`src/rtl/cdb_arbiter_pkg.sv`:
```
// Shared Tomasulo definitions: default tag/result widths, the reserved invalid tag,
// and the {c,v,z,n} condition-flag layout used by every reservation station.
package cdb_arbiter_pkg;

    localparam int unsigned TOMA_TAG_W  = 5;
    localparam int unsigned TOMA_DATA_W = 32;
    localparam int unsigned TOMA_ICC_W  = 4;

    localparam logic [TOMA_TAG_W-1:0] INVALID_TAG = '1;

    typedef struct packed {
        logic c;
        logic v;
        logic z;
        logic n;
    } icc_t;

endpackage

```
`src/rtl/cdb_port_fifo.sv`:
```
// Single-port synchronous FIFO holding queued CDB results for one producer.
module cdb_port_fifo #(
    parameter int unsigned WIDTH = 8,
    parameter int unsigned DEPTH = 2
) (
    input  logic             clk,
    input  logic             rst_n,
    input  logic             push,
    input  logic [WIDTH-1:0] push_data,
    input  logic             pop,
    output logic [WIDTH-1:0] pop_data,
    output logic             full,
    output logic             empty
);

    localparam int unsigned PTR_W = (DEPTH > 1) ? $clog2(DEPTH) : 1;
    localparam int unsigned CNT_W = $clog2(DEPTH + 1);

    logic [WIDTH-1:0] mem [DEPTH];
    logic [PTR_W-1:0] wr_ptr;
    logic [PTR_W-1:0] rd_ptr;
    logic [CNT_W-1:0] count;
    logic             do_push;
    logic             do_pop;

    assign full     = (count == CNT_W'(DEPTH));
    assign empty    = (count == '0);
    assign do_push  = push && !full;
    assign do_pop   = pop && !empty;
    assign pop_data = mem[rd_ptr];

    function automatic logic [PTR_W-1:0] ptr_inc(input logic [PTR_W-1:0] ptr);
        return (ptr == PTR_W'(DEPTH - 1)) ? '0 : ptr + 1'b1;
    endfunction

    always_ff @(posedge clk or negedge rst_n) begin
        if (!rst_n) begin
            wr_ptr <= '0;
            rd_ptr <= '0;
            count  <= '0;
        end else begin
            if (do_push) wr_ptr <= ptr_inc(wr_ptr);
            if (do_pop)  rd_ptr <= ptr_inc(rd_ptr);
            case ({do_push, do_pop})
                2'b10:   count <= count + 1'b1;
                2'b01:   count <= count - 1'b1;
                default: count <= count;
            endcase
        end
    end

    // Storage needs no reset: entries are only visible once count covers them.
    always_ff @(posedge clk) begin
        if (do_push) mem[wr_ptr] <= push_data;
    end

endmodule

```
`src/rtl/cdb_arbiter.sv`:
```
// Common data bus arbiter: per-producer result FIFOs, round-robin pop of one
// entry per cycle, registered broadcast of tag/value/flags.
module cdb_arbiter
    import cdb_arbiter_pkg::*;
#(
    parameter int unsigned NUM_PORTS  = 4,
    parameter int unsigned TAG_W      = TOMA_TAG_W,
    parameter int unsigned DATA_W     = TOMA_DATA_W,
    parameter int unsigned FIFO_DEPTH = 2
) (
    input  logic                          clk,
    input  logic                          rst_n,
    input  logic [NUM_PORTS-1:0]          in_valid,
    input  logic [NUM_PORTS*TAG_W-1:0]    in_tag,
    input  logic [NUM_PORTS*DATA_W-1:0]   in_val,
    input  logic [NUM_PORTS*4-1:0]        in_icc,
    output logic [NUM_PORTS-1:0]          out_ready,
    output logic                          out_CDB_broadcast,
    output logic [TAG_W-1:0]              out_CDB_tag,
    output logic [DATA_W-1:0]             out_CDB_val,
    output logic [3:0]                    out_ICC_flags,
    output logic                          out_drop_err
);

    localparam int unsigned PTR_W   = (NUM_PORTS > 1) ? $clog2(NUM_PORTS) : 1;
    localparam int unsigned ENTRY_W = TAG_W + DATA_W + TOMA_ICC_W;
    // All-ones reserved tag, sized to this instance's TAG_W.
    localparam logic [TAG_W-1:0] INV_TAG = '1;

    logic [NUM_PORTS-1:0] full;
    logic [NUM_PORTS-1:0] empty;
    logic [NUM_PORTS-1:0] push;
    logic [NUM_PORTS-1:0] pop;
    logic [NUM_PORTS-1:0] drop;
    logic [ENTRY_W-1:0]   pop_data [NUM_PORTS];

    logic [PTR_W-1:0]     rr_ptr;
    logic [PTR_W-1:0]     gnt_idx;
    logic                 gnt_valid;
    logic [ENTRY_W-1:0]   sel_entry;
    icc_t                 icc_q;

    for (genvar p = 0; p < NUM_PORTS; p++) begin : g_port
        logic tag_bad;
        assign tag_bad = (in_tag[p*TAG_W +: TAG_W] == INV_TAG);
        assign push[p] = in_valid[p] && !full[p] && !tag_bad;
        assign drop[p] = in_valid[p] && !full[p] && tag_bad;

        cdb_port_fifo #(
            .WIDTH (ENTRY_W),
            .DEPTH (FIFO_DEPTH)
        ) u_fifo (
            .clk       (clk),
            .rst_n     (rst_n),
            .push      (push[p]),
            .push_data ({in_tag[p*TAG_W +: TAG_W], in_val[p*DATA_W +: DATA_W], in_icc[p*4 +: 4]}),
            .pop       (pop[p]),
            .pop_data  (pop_data[p]),
            .full      (full[p]),
            .empty     (empty[p])
        );
    end

    assign out_ready = ~full;

    always_comb begin
        int unsigned idx;
        idx       = 0;
        gnt_valid = 1'b0;
        gnt_idx   = '0;
        for (int unsigned i = 0; i < NUM_PORTS; i++) begin
            idx = (32'(rr_ptr) + i) % NUM_PORTS;
            if (!gnt_valid && !empty[idx]) begin
                gnt_valid = 1'b1;
                gnt_idx   = PTR_W'(idx);
            end
        end
    end

    assign pop       = gnt_valid ? (NUM_PORTS'(1) << gnt_idx) : '0;
    assign sel_entry = pop_data[gnt_idx];

    always_ff @(posedge clk or negedge rst_n) begin
        if (!rst_n) begin
            rr_ptr            <= '0;
            out_CDB_broadcast <= 1'b0;
            out_CDB_tag       <= '0;
            out_CDB_val       <= '0;
            icc_q             <= '0;
            out_drop_err      <= 1'b0;
        end else begin
            out_CDB_broadcast <= gnt_valid;
            if (gnt_valid) begin
                rr_ptr      <= (gnt_idx == PTR_W'(NUM_PORTS - 1)) ? '0 : gnt_idx + 1'b1;
                out_CDB_tag <= sel_entry[ENTRY_W-1 -: TAG_W];
                out_CDB_val <= sel_entry[TOMA_ICC_W +: DATA_W];
                icc_q       <= sel_entry[TOMA_ICC_W-1:0];
            end
            if (|drop) out_drop_err <= 1'b1;
        end
    end

    assign out_ICC_flags = icc_q;

endmodule

```
`config.mk`:
```
export PLATFORM = sky130hd
export DESIGN_NAME = cdb_arbiter
export DESIGN_NICKNAME = d
export VERILOG_FILES = /design/src/rtl/cdb_arbiter_pkg.sv /design/src/rtl/cdb_port_fifo.sv /design/src/rtl/cdb_arbiter.sv
export SDC_FILE = /design/constraint.sdc
export NUM_CORES = 1
export LEC_CHECK = 0
export ABC_AREA = 1
export BUFFER_PORTS_ARGS = -buffer_cell sky130_fd_sc_hd__buf_2
export CAP_MARGIN = 10
export CORE_UTILIZATION = 30
export CTS_CLUSTER_DIAMETER = 50
export DETAILED_ROUTE_END_ITERATION = 8
export GPL_TIMING_DRIVEN = 0
export PLACE_DENSITY = 0.56
export SYNTH_ARGS = -nofsm -noshare
export SYNTH_HDL_FRONTEND = slang
export SYNTH_SLANG_ARGS = --single-unit
```
`constraint.sdc`:
```
create_clock -name clk -period 8.9 [get_ports clk]
set_input_delay 0.445 -clock clk [delete_from_list [all_inputs] [get_ports clk]]
set_output_delay 0.445 -clock clk [all_outputs]
set_load 0.05 [all_outputs]
```
==> impl.org, run 1 <==
** Detailed routing
- Vias per Instance :: 4.71
- Detailed routing inserted a total of about 11k vias.
- The first detailed-routing pass ran for 5 iterations.
- For this block, the initial DRC count from the detailed router was 572.
- DRC violations left :: 0
- Summed over all layers, the routed wires come to 45400 um.
- Final ANT Viol Nets :: 0
- Post-DR wirelength/cell :: about 20 um

** GRT
- Entering global routing, the biggest net connects 62 pins.
- The first global-routing pass estimated 66200 um of wire.
- Via count of the first global-routing pass :: ~11k
- The number of antenna violations at the first check in global routing is 1.
- GR Util All Layers :: ~17%
- Final global-route overflow total :: 0

** Power and ir drop
- Cell-internal power :: around 5000 uW
- The share of total power dissipated in the clock network is 21.4%.
- Across the VDD grid, the largest voltage drop is 0.245 mV.
- For this design the ratio of total power to cell area is approximately 440 mW/mm^2.
- Net switching is 43.3% of the power.
- Static leakage :: 0.00830 uW
- Combinational logic is responsible for between 40% and 50% of the overall power.
- Net switching power of the design :: between 3000 and 4000 uW
- Sequential group share of total power :: about 30%

** Finish
- Cells fill 37.7% of the core in the end.
- Share of final-layout standard cells stronger than drive strength 1 :: 25.5%
- The net count of the finished layout is 1751.
- Area used by multi-input combinational logic :: 0.00440 mm^2
- Storage element area :: 0.0114 mm^2
- The area growth from synthesis to layout is 23.2%.
- Fill cells in the final layout number roughly 5.2k.

** Critical path
- STA classifies the critical path endpoint as a flop.
- The critical path in this run is classified as flop to flop.
- Among all stages on the critical path, the largest delay is contributed by dfrtp_1.
- Worst EP arrival :: 3.34 ns
- The most critical setup path has its startpoint at g_port[2].u_fifo.count[1].
- CP peak stage delay :: 0.41 ns
- Worst reg2reg path depth :: 16
- Data required time at the worst endpoint :: 9.36 ns
- The worst register-to-register path ends at g_port[2].u_fifo.count[1].
- Reg2Reg Setup Slack :: 6.02 ns
- The worst setup path is launched from a flop.
- Along the worst path, the maximum fanout reaches 10.
- Among the stages of the critical path, the cell type that occurs most often is nand2_1.
- FF-to-FF Start :: g_port[2].u_fifo.count[1]
- Cells traversed along the worst timing path :: nor2_1, nand2_1, nand3_1, nand2_1, nand2_1, nand2_1, nand2_2, nand3_2, buf_6, buf_6, nand2_1, inv_1, ha_1, a21oi_1, o21ai_0, xnor2_1

** Run status
- Run status :: complete, no violations

** Placed design
- Half-perimeter wire length after detailed placement :: 33200 um
- During placement, the flow inserted port buffers numbering 216.
- Global placement routability congestion :: about 0.83

** Min path
- Hold depth :: 1
- The path with the worst hold slack has its endpoint at g_port[2].u_fifo.mem[0][0].
- Hold Startpoint :: in_icc[8]
- The tightest min-delay check is of the input pin to flop type.

** CTS
- The clock net in this run drives a total of 389 sinks.
- Clock-pin slew was measured on the worst setup and hold paths at roughly 0.06 ns.
- Clock root buffer master :: clkbuf_16
- For the worst-skew pair, the clock arrives at the later sink with an insertion delay of slightly below 0.6 ns.
- Total number of H-tree levels :: 2
- TritonCTS clock tree :: built
- CTS buffer count :: 49
- Post-CTS setup buffer count :: 0
- Clock Path Buffers :: 3
- Once the clock tree was built, the resizer swapped 0 gates to a different size.

** Floorplan
- Area enclosed by the die boundary :: 0.0550 mm^2
- Effective utilization at floorplan :: 30.6%
- The floorplan has 84 rows.
- The core region is 0.0530 mm^2.
- Num ports :: 217
- Die width :: 235 um
- Y dimension of the die :: 235 um

** Timing
- Tightest hold margin :: 0.0576 ns
- The final-report max-slew violation count came to 0.
- Setup total negative slack on the finished layout was measured at 0 ns.
- Hold violation total from the final report :: 0
- Final clock skew :: 0.0164 ns
- Pin slew with the least headroom to its limit :: 0.903 ns
- Timing would allow up to 347 MHz.
- The worst path in the final design needs a cycle of a little under 3 ns, including I/O delays and setup.
- Period Utilization, post-route :: 32.4%
- Setup violations remaining at the end of the flow were counted as 0.
- Setup repair after global routing left no endpoint under its margin.
- Measured against its own limit, the worst slew margin works out to 39.8%.

** Synthesis
- The Yosys step of the flow raised 0 warnings.
- The synthesized netlist contains 33 unique library cells.
- After synthesis the netlist holds a flip-flop and latch count of 389.
- Syn avg cell area :: 12.5 um^2
- Mapped cell area :: approximately 0.016 mm^2
- Gate count after technology mapping :: 1301
- After synthesis, flip-flops and latches occupy a little over two thirds of the total area.
- Post-synthesis net count :: 1475

** Flow run
- Max-cap violation count :: 0
## flip-flops by register name, summed over array words and instances, names as in the netlist
signal                count
g_port.u_fifo.count       8
g_port.u_fifo.mem       328
g_port.u_fifo.rd_ptr      4
g_port.u_fifo.wr_ptr      4
out_CDB_broadcast         1
out_CDB_tag               5
out_CDB_val              32
out_ICC_flags             4
out_drop_err              1
rr_ptr                    2
## area by class of cell
cell class | count | share of cell area (%)
flip-flops and latches | 389 | 56.9
clock buffers | 61 | 6.56
well taps | 688 | 4.31
repair buffers | 225 | 6.42
diodes | 1 | 0.0125
clock inverters | 27 | 1.21
plain buffers | 78 | 2.09
inverters | 23 | 0.445
multi-input cells | 811 | 22.0
## cell usage after synthesis (all sizes together)
master  count  area share [%]
a21boi      2           0.093
a21oi       6            0.19
a221oi      1           0.054
and3        5            0.19
buf        47             1.9
clkbuf     31            0.72
clkinv      1           0.023
dfrtp      61             9.4
edfxtp    328              61
ha          4            0.31
inv        22            0.52
mux2       41             2.8
mux2i      82             5.1
nand2     488              11
nand3      56             1.9
nand3b      2           0.093
nand4      82             3.2
nor2       20            0.52
o211ai      1           0.046
o21a        1           0.046
o21ai       5            0.15
o22ai       1           0.039
xnor2      10            0.54
xor2        4            0.22
## metal layers
metal,wire (um),track usage [%],vias up
li1,-,-,5145
met3,2570,3.72,64
met2,22700,28.7,277
met1,19400,21.0,5350
met4,725,3.49,2
met5,17,0,-
## worst max path at each step
stage / end / slack, ns / depth (start not counted)
6_report: g_port[2].u_fifo.count[1] / 6.02 / 16
5_1_grt: g_port[1].u_fifo.count[1] / 5.61 / 15
4_1_cts: g_port[2].u_fifo.count[1] / 5.93 / 16
3_5_place_dp: g_port[2].u_fifo.count[1] / 5.95 / 16
3_3_place_gp: g_port[3].u_fifo.mem[1][33] / 4.39 / 6
2_1_floorplan: g_port[1].u_fifo.mem[0][0] / 5.65 / 4
## cell usage in the layout (no fill, tap or decap), drive strengths merged, types with 13 or more instances in the layout
cell / count
nand2: 488
edfxtp: 328
buf: 271
clkbuf: 92
nand4: 82
mux2i: 82
dfrtp: 61
nand3: 56
mux2: 41
inv: 27
nor2: 20
clkinv: 13
## power groups by stage
stage	sequential [uW]	clock, uW	combinational (uW)
final	2730	1900	4220
after global routing	2780	2020	4710
after CTS	2730	1940	4310
after detailed placement	2770	0	4290
after global placement	2790	0	4130
after floorplan	3070	0	2600
## metrics by stage
stage / cells / cell area (um^2) / total power, uW / setup slack [ns]
finish: 2303 / 20000 / 8840 / 6.02
detailed placement: 2213 / 18400 / 7050 / 5.95
global route: 2302 / 20000 / 9500 / 5.61
CTS: 2302 / 20000 / 8990 / 5.93
floorplan: 1301 / 16200 / 5670 / 5.65
global placement: 2205 / 18200 / 6920 / 4.39
## critical path: cells and delay by family (launching register included)
family / cells / cell delay (ns)
XOR/XNOR: 1 / 0.13
AND/OR/NAND/NOR: 9 / 1.19
buffers and inverters: 3 / 0.45
AO/OA/AOI/OAI: 2 / 0.25
adder cells (fa/ha/maj): 1 / 0.32
flip-flops: 1 / 0.41
## logic make-up (layout without fill, tap and decap cells)
family / count (synthesis) / after routing / share of synthesized area [%]
adders and majority gates: 4 / 4 / 0.308
other: 0 / 1 / 0
AOI/OAI and AO/OA: 17 / 17 / 0.617
xor gates and xnor gates: 14 / 14 / 0.756
and+or+nand+nor: 653 / 653 / 17.2
muxes: 123 / 123 / 7.90
buffers and inverters: 101 / 414 / 3.12
DFF: 389 / 389 / 70.1
## timing repair
item / CTS / global route
endpoints found under the hold margin: 3 / 0
setup endpoints to repair: 0 / 0
hold buffers: 1 / 0
Power figures use the tool's default switching activity.
==> inputs of run 2 (changes only) <==
--- a/config.mk
+++ b/config.mk
@@ -5,7 +5,7 @@
 export SDC_FILE = /design/constraint.sdc
 export NUM_CORES = 1
 export LEC_CHECK = 0
-export ABC_AREA = 1
+export ABC_AREA = 0
 export BUFFER_PORTS_ARGS = -buffer_cell sky130_fd_sc_hd__buf_2
 export CAP_MARGIN = 10
 export CORE_UTILIZATION = 30
==> constraint.sdc (replaced) <==
create_clock -name clk -period 2.67 [get_ports clk]
set_input_delay 0.1335 -clock clk [delete_from_list [all_inputs] [get_ports clk]]
set_output_delay 0.1335 -clock clk [all_outputs]
set_load 0.05 [all_outputs]
==> impl.org, run 2 <==
** CTS
- After clock tree synthesis, the clock-pin slew on the worst setup and hold paths is roughly 0.060 ns.
- # clock sinks :: a little under 400
- CTS buffer count :: between 40 and 50
- The H-tree generated during clock tree synthesis spans 2 levels.
- Clock Path Buffers :: 3
- Clock insertion delay at the later pin of the skew report :: 0.57 ns
- The tree is rooted in a clkbuf_16.
- TritonCTS built the clock tree.

** Critical path
- In this run the worst path has a maximum fanout of 15.
- For this run, the slowest stage of the critical path takes about 0.60 ns.
- STA classifies the critical path startpoint as a flop.
- Most frequent cell on the critical path :: buf_16
- Data on the critical path arrives at its endpoint at about 2.7 ns.
- Element type at the critical path end :: flop
- The number of cells on the worst reg-to-reg path is 6.
- Worst path slowest cell :: nor2_4
- Data on the critical path is required at its endpoint by slightly below 3 ns.
- The critical path goes through buf_2, nand2b_1, nand3_1, nor2_4, buf_16, buf_16.
- By startpoint and endpoint, the worst setup path is classified as flop to flop.

** Finish
- Share of final-layout standard cells stronger than drive strength 1 :: around 23%
- After the last flow step, the layout net total stands at 1590.
- Fill cells in the final layout number 4830.
- Top reg by flops :: g_port.u_fifo.mem
- In the final layout, the multi-input gates occupy 0.00408 mm^2.
- The register with the most flip-flops in the layout has 328 of them.
- Highest-count cells in the layout ignoring fill and taps :: edfxtp_1, buf_2, dlygate4sd3_1
- Storage element area :: 0.0114 mm^2
- Final core utilization :: 41.3%
- Largest registers :: g_port.u_fifo.mem (328), out_CDB_val (32), g_port.u_fifo.count (8)
- From synthesis to final layout, the design area changed by 35.5%.
- The library cell used most frequently in the layout, excluding fill and tap cells, is edfxtp_1.
- Final standard cell area without fillers :: 0.0213 mm^2

** Synthesis
- In the synthesized netlist, the cells that appear most often are edfxtp_1, mux2i_1, dfrtp_1.
- After synthesis the cells add up to 0.0157 mm^2.
- The synthesized netlist devotes 0.319% of its cell area to adder and majority cells.
- During synthesis, Yosys emitted a total of 0 warnings.
- Summing the areas of all compound-gate instances in the mapped netlist gives 8.89% of the synthesized area.
- Top area cells in the synthesized netlist :: edfxtp_1, mux2i_1, dfrtp_1
- Basic-gate share of the synthesized area counting and, or, nand and nor cells :: around 1.8%
- Mux cell area share after synthesis :: 13.4%
- Number of distinct library cells after synthesis :: 43
- Among all cell types in the netlist, the one instantiated most often is edfxtp_1.
- For this run, the register share of the synthesized area comes to 72.5%.
- The most used flip-flop cell after synthesis is edfxtp_1.
- Fraction of synthesized cell area taken by the top area cell type :: a little over three fifths
- In this run, synthesis produced a sequential element count of 389.
- Gate count after technology mapping :: 967
- In this run, synthesis inferred 328 flip-flops with an integrated enable.
- A synthesized cell averages 16.2 um^2.
- The synthesized netlist devotes between 1 and 1.5% of its cell area to XOR and XNOR gates.
- The number of nets handed over by synthesis was 1141.
- Area leader, netlist :: edfxtp_1
- Dominant combinational cell family by area after synthesis :: multiplexers
- For this run, asynchronously set or reset flops after synthesis account for 15.7%.

** Detailed routing
- DRC violations left :: 0
- Summing over every cut layer, the via total after detailed routing is 10.3k.
- DRT Pass-1 Iters :: 7
- Using the TritonRoute via totals, the vias-per-cell ratio works out to 4.81.
- After the first detailed-routing iteration, the DRC count stood at just under 700.
- Final ANT Viol Nets :: 0
- After detailed routing, the total wire length is about 47000 um.
- In the final routed layout, each cell accounts on average for 22.0 um.

** Min path
- The path class of the tightest hold or removal check is input pin to async pin.

** Power and ir drop
- Switching share of total power :: 38.5%
- Clk pwr share :: 24.0%
- Cell-internal power :: 16000 uW
- Across the VDD grid, the largest voltage drop is 0.624 mV.
- For this design the total switching power over the nets is 10000 uW.
- Sequential group share of total power :: 34.8%
- Power density of the placed cells :: 1220 mW/mm^2
- Static leakage :: 0.00809 uW
- Combinational group share of total power :: 41.1%

** GRT
- Wire length of the first global-routing pass :: 68800 um
- GR Util All Layers :: 17.7%
- Initial antenna violation count :: 2
- The number of global-route vias before repair was 10.9k.
- Pin count of the biggest net entering global routing :: 47
- Global routing finished with a remaining overflow of 0.

** Floorplan
- Area enclosed by the die boundary :: 0.0532 mm^2
- In this run the standard cell core region covers 0.0515 mm^2.
- Num ports :: 217
- Effective utilization at floorplan :: 30.5%
- Number of cell rows :: 83
- In this run the horizontal extent of the chip is 231 um.
- Y dimension of the die :: 231 um

** Timing
- The final-report max-slew violation count is 0.
- Final Setup Violations :: 0
- The worst path needs about 2.5 ns of the cycle, external delays included.
- Hold violation total from the final report :: 0
- Final clock skew :: about 0.017 ns
- Of the available clock period, the critical path in the final layout requires 92.8%.
- Setup repair after global routing left no endpoint under its margin.
- For the pin with the worst max-slew slack, the measured transition is approximately 1.2 ns.
- Timing-limited maximum frequency :: 404 MHz
- Across all hold checks on the routed design, the worst slack comes to about 0.088 ns.
- The worst pin sits at a relative slew slack of 21.9%.

** Placed design
- Global placement routability congestion :: between 0.7 and 0.8
- The count of buffers added on input and output ports is 216.
- Half-perimeter wire length after detailed placement :: 31500 um
- Placed cell areas :: 0.0180 mm^2

** Flow run
- Max-cap violations in this run came to 0.

** Run status
- Run status :: complete, no violations
==> run 2: changes by cell type after synthesis, sizes merged, moves of 37 or more <==
cell | previous run | this run
nand2 | 488 | 7
nand4 | 82 | 0
mux2i | 82 | 163
o21ai | 5 | 83
nand3 | 56 | 8
o22ai | 1 | 41
o41ai | 0 | 40
a21oi | 6 | 43
==> run 2: area by class of cell <==
cell class	count	area share [%]
sequential	389	53.5
multi-input combinational	507	19.2
timing repair buffer	400	14.6
clock buffer	61	6.17
tap	680	4.00
buffer	67	1.41
clock inverter	26	1.04
inverter	4	0.0706
antenna	1	0.0118
==> run 2: cells by family after synthesis <==
family | after synthesis
compound gates | 221
xor+xnor | 20
flops | 389
buf+inv | 71
fa+ha+maj | 4
simple gates | 57
mux | 205
==> run 2: final timing paths <==
path                                                start                           to  slack, ns
worst max-delay path            g_port[0].u_fifo.count[0]  g_port[0].u_fifo.mem[0][19]       0.19
worst min-delay path                                rst_n              out_CDB_val[25]       0.09
worst max register to register  g_port[0].u_fifo.count[0]  g_port[0].u_fifo.mem[0][19]       0.19
worst min register to register            out_CDB_val[15]              out_CDB_val[15]       0.55
max in group asynchronous                           rst_n               out_CDB_val[6]       1.30
min in group clk                              in_valid[1]      g_port[1].u_fifo.wr_ptr       0.09
==> run 2: per-layer routing <==
| layer | share of wire, % | up-vias | wire (um) | global-route usage, % |
|---|---|---|---|---|
| met5 | 0.017 | - | 8 | 0 |
| met4 | 2.9 | 2 | 1360 | 6.06 |
| met3 | 5.3 | 77 | 2500 | 3.36 |
| met2 | 49 | 324 | 23200 | 30.4 |
| met1 | 42 | 5128 | 19800 | 22.3 |
| li1 | - | 4741 | - | - |
==> run 2: power groups by stage <==
stage | clock network, uW | registers, uW | logic, uW
2_1_floorplan | 0 | 10200 | 5780
3_3_place_gp | 0 | 9190 | 9960
3_5_place_dp | 0 | 9170 | 10500
4_1_cts | 6410 | 9070 | 10800
5_1_grt | 6650 | 9220 | 11600
6_report | 6260 | 9070 | 10700
==> run 2: through the flow <==
step | power [uW] | setup WS (ns) | std cells | TNS, ns
after global placement | 19200 | -1.29 | 1863 | -349.20
final | 26000 | 0.192 | 2135 | 0
after CTS | 26300 | 0.0975 | 2134 | 0
after detailed placement | 19700 | -0.105 | 1876 | -1.26
after floorplan | 16000 | -0.0875 | 967 | -26.96
after global routing | 27400 | 0.0184 | 2135 | 0
==> run 2: what timing repair did <==
action / CTS / global route
resized for setup: 2 / 3
endpoints found under the hold margin: 390 / 0
cloned: 0 / 0
pin swaps: 1 / 0
hold buffers: 168 / 0
buffers inserted: 3 / 0
endpoints found under the setup margin: 39 / 17
==> run 2: worst max-delay path: cells and delay by family, from the launching register on <==
kind	cells	cell delay, ns
DFF	1	0.32
and+or+nand+nor	3	1.19
buffers and inverters	3	0.65
==> inputs of run 3 (changes only) <==
--- a/config.mk
+++ b/config.mk
@@ -11,7 +11,6 @@
 export CORE_UTILIZATION = 30
 export CTS_CLUSTER_DIAMETER = 50
 export DETAILED_ROUTE_END_ITERATION = 8
-export GPL_TIMING_DRIVEN = 0
 export PLACE_DENSITY = 0.56
 export SYNTH_ARGS = -nofsm -noshare
 export SYNTH_HDL_FRONTEND = slang
==> impl.org, run 3 (synthesis gave the netlist of run 2 again) <==
** Run status
- Run status :: complete, no violations

** GRT
- The number of global-route vias before repair is 10.7k.
- Entering global routing, the biggest net connects 49 pins.
- Final global-route overflow total :: 0
- Global routing used 16.7% of the available tracks across all layers.
- The number of antenna violations at the first check in global routing was 4.
- The first global-routing pass estimated 65400 um of wire.

** Placed design
- Once placement finished, the instance area stood at 0.0178 mm^2.
- Before CTS, the worst setup slack after placement is between 0.3 and 0.4 ns.
- Count of port buffers added during placement :: roughly 220
- After legalization and detailed placement, the total HPWL measured 28200 um.
- At the end of routability-driven placement, the weighted congestion stood at 0.852.

** Floorplan
- From left edge to right edge, the die measures 231 um.
- The initial utilization of the core area, before any placement, comes to 30.5%.
- Area enclosed by the die boundary :: 0.0532 mm^2
- Y dimension of the die :: between 200 and 250 um
- Num ports :: 217
- Number of cell rows :: 83
- The region available for standard cell placement spans 0.0515 mm^2.

** CTS
- In this run the deepest clock path goes through 3 buffers.
- The number of clock buffers added by TritonCTS is 44.
- Total number of H-tree levels :: 2
- In this run, post-CTS repair resized a total of 0 instances.
- The tree built by TritonCTS fans out to 389 sinks.
- TritonCTS clock tree :: built
- Clock-pin slew was measured on the worst setup and hold paths at 0.06 ns.
- CTS placed an instance of clkbuf_16 at the clock tree root.
- Clock insertion delay at the later pin of the skew report :: 0.56 ns

** Timing
- Timing-limited maximum frequency :: roughly 430 MHz
- Final worst-path setup slack :: 0.351 ns
- On the final layout, the worst clock skew is 0.0100 ns.
- Final critical-path required period :: 2.32 ns
- At the pin with the least slew margin, the transition time is 0.810 ns.
- Worst relative slew slack :: 46.0%
- Period Utilization, post-route :: between 80% and 90%
- Setup violations remaining at the end of the flow were counted as 0.
- Setup repair after global routing left no endpoint under its margin.
- Number of pins with negative max-slew slack in the final report :: 0
- The total count of hold-check failures in the final report is 0.

** Finish
- The layout has 4798 filler cells.
- Relative to the synthesized area, the layout overhead comes to 33.1%.
- Top reg by flops :: g_port.u_fifo.mem
- In the final design database the tool counted 1539 nets.
- Largest registers :: g_port.u_fifo.mem (328), out_CDB_val (32), g_port.u_fifo.count (8)
- The top cell types in the final layout, fill and taps aside, are edfxtp_1, buf_2, dlygate4sd3_1.
- Final core utilization :: 40.6%
- The register with the most flip-flops in the layout has about 330 of them.
- Final standard cell area without fillers :: 0.0209 mm^2
- Share of final-layout standard cells stronger than drive strength 1 :: 24.4%
- Leaving out fill and tap cells, the most frequent cell in the layout is edfxtp_1.

** Critical path
- At the worst endpoint, the required time is roughly 3.2 ns.
- STA classifies the critical path startpoint as a flop.
- STA classifies the critical path endpoint as a flop.
- The critical path in this run is classified as flop to flop.
- Critical Path Fanout Max :: 8
- Worst EP arrival :: 2.80 ns

** Power and ir drop
- Highest ir drop seen on vdd :: 0.661 mV
- Static leakage :: 0.00793 uW
- Power density of the placed cells :: roughly 1200 mW/mm^2

** Detailed routing
- DRC marker count from the first detailed-route iteration :: 624
- DRC violations left :: 0
- Post-DR wirelength/cell :: 21.5 um
- Total wire length :: 44700 um
- For this block, the via count after detailed routing is 9975.
- After detailed routing, the number of vias per cell comes to 4.80.
- DRT Pass-1 Iters :: 5
- Final ANT Viol Nets :: 0

** Min path
- In this run the worst hold path is classified as input pin to async pin.

** Flow run
- The tool flagged a number of max-cap violations equal to 0.
[run 3: area by class of cell]
| cell class | instances | area (um^2) | share of cell area (%) |
|---|---|---|---|
| Sequential cell | 389 | 11400 | 54.5 |
| Multi-Input combinational cell | 507 | 4110 | 19.7 |
| Timing Repair Buffer | 419 | 3150 | 15.1 |
| Clock buffer | 62 | 1230 | 5.89 |
| Tap cell | 680 | 851 | 4.07 |
| Clock inverter | 17 | 141 | 0.677 |
| Inverter | 4 | 15.0 | 0.0719 |
| Antenna cell | 2 | 5.00 | 0.0240 |
[run 3: per-layer routing]
layer,wire length (um),GRT usage [%],up-vias
met4,1120,6.13,2
met3,2480,3.24,66
met2,22400,28.9,332
met5,10,0,-
met1,18700,20.7,4952
li1,-,-,4623
[run 3: path summary, 6_finish.rpt]
| check | from | end | slack [ns] | cells after the start |
|---|---|---|---|---|
| worst max-delay path | g_port[0].u_fifo.count[0] | out_CDB_val[6] | 0.35 | 6 |
| worst min-delay path | rst_n | out_CDB_val[25] | 0.04 | 2 |
| worst max register to register | g_port[0].u_fifo.count[0] | out_CDB_val[6] | 0.35 | 6 |
| worst min register to register | g_port[2].u_fifo.wr_ptr | g_port[2].u_fifo.wr_ptr | 0.55 | 1 |
| max in group asynchronous | rst_n | out_CDB_val[7] | 1.90 | 3 |
| min in group clk | in_valid[1] | g_port[1].u_fifo.wr_ptr | 0.12 | 3 |
[run 3: critical path, stage by stage (launching register included)]
cell and delay (ns):
dfrtp_1 0.47, o21bai_1 0.33, nor2_1 0.12, a2111oi_4 0.50, buf_4 0.31, mux2_1 0.37, o21ai_1 0.14
[run 3: report_power, final]
part	switching, uW	internal, uW	leakage, uW
logic	6030	3540	0.00351
clock network	2440	3330	0.000652
registers	1230	8470	0.00376
[run 3: timing repair]
| item | 4_1_cts | 5_1_grt |
|---|---|---|
| endpoints found under the hold margin | 390 | 0 |
| buffers inserted | 0 | 0 |
| hold buffers | 167 | 0 |
[run 3: stage by stage]
step                power (uW)  std cells  hold slack, ns  TNS [ns]
floorplan                16000        967          -0.162    -26.96
global placement         19100       1832          0.0851         0
detailed placement       19300       1832          0.0768         0
CTS                      25300       2078          0.0257         0
global route             26300       2080          0.0530         0
finish                   25000       2080          0.0392         0
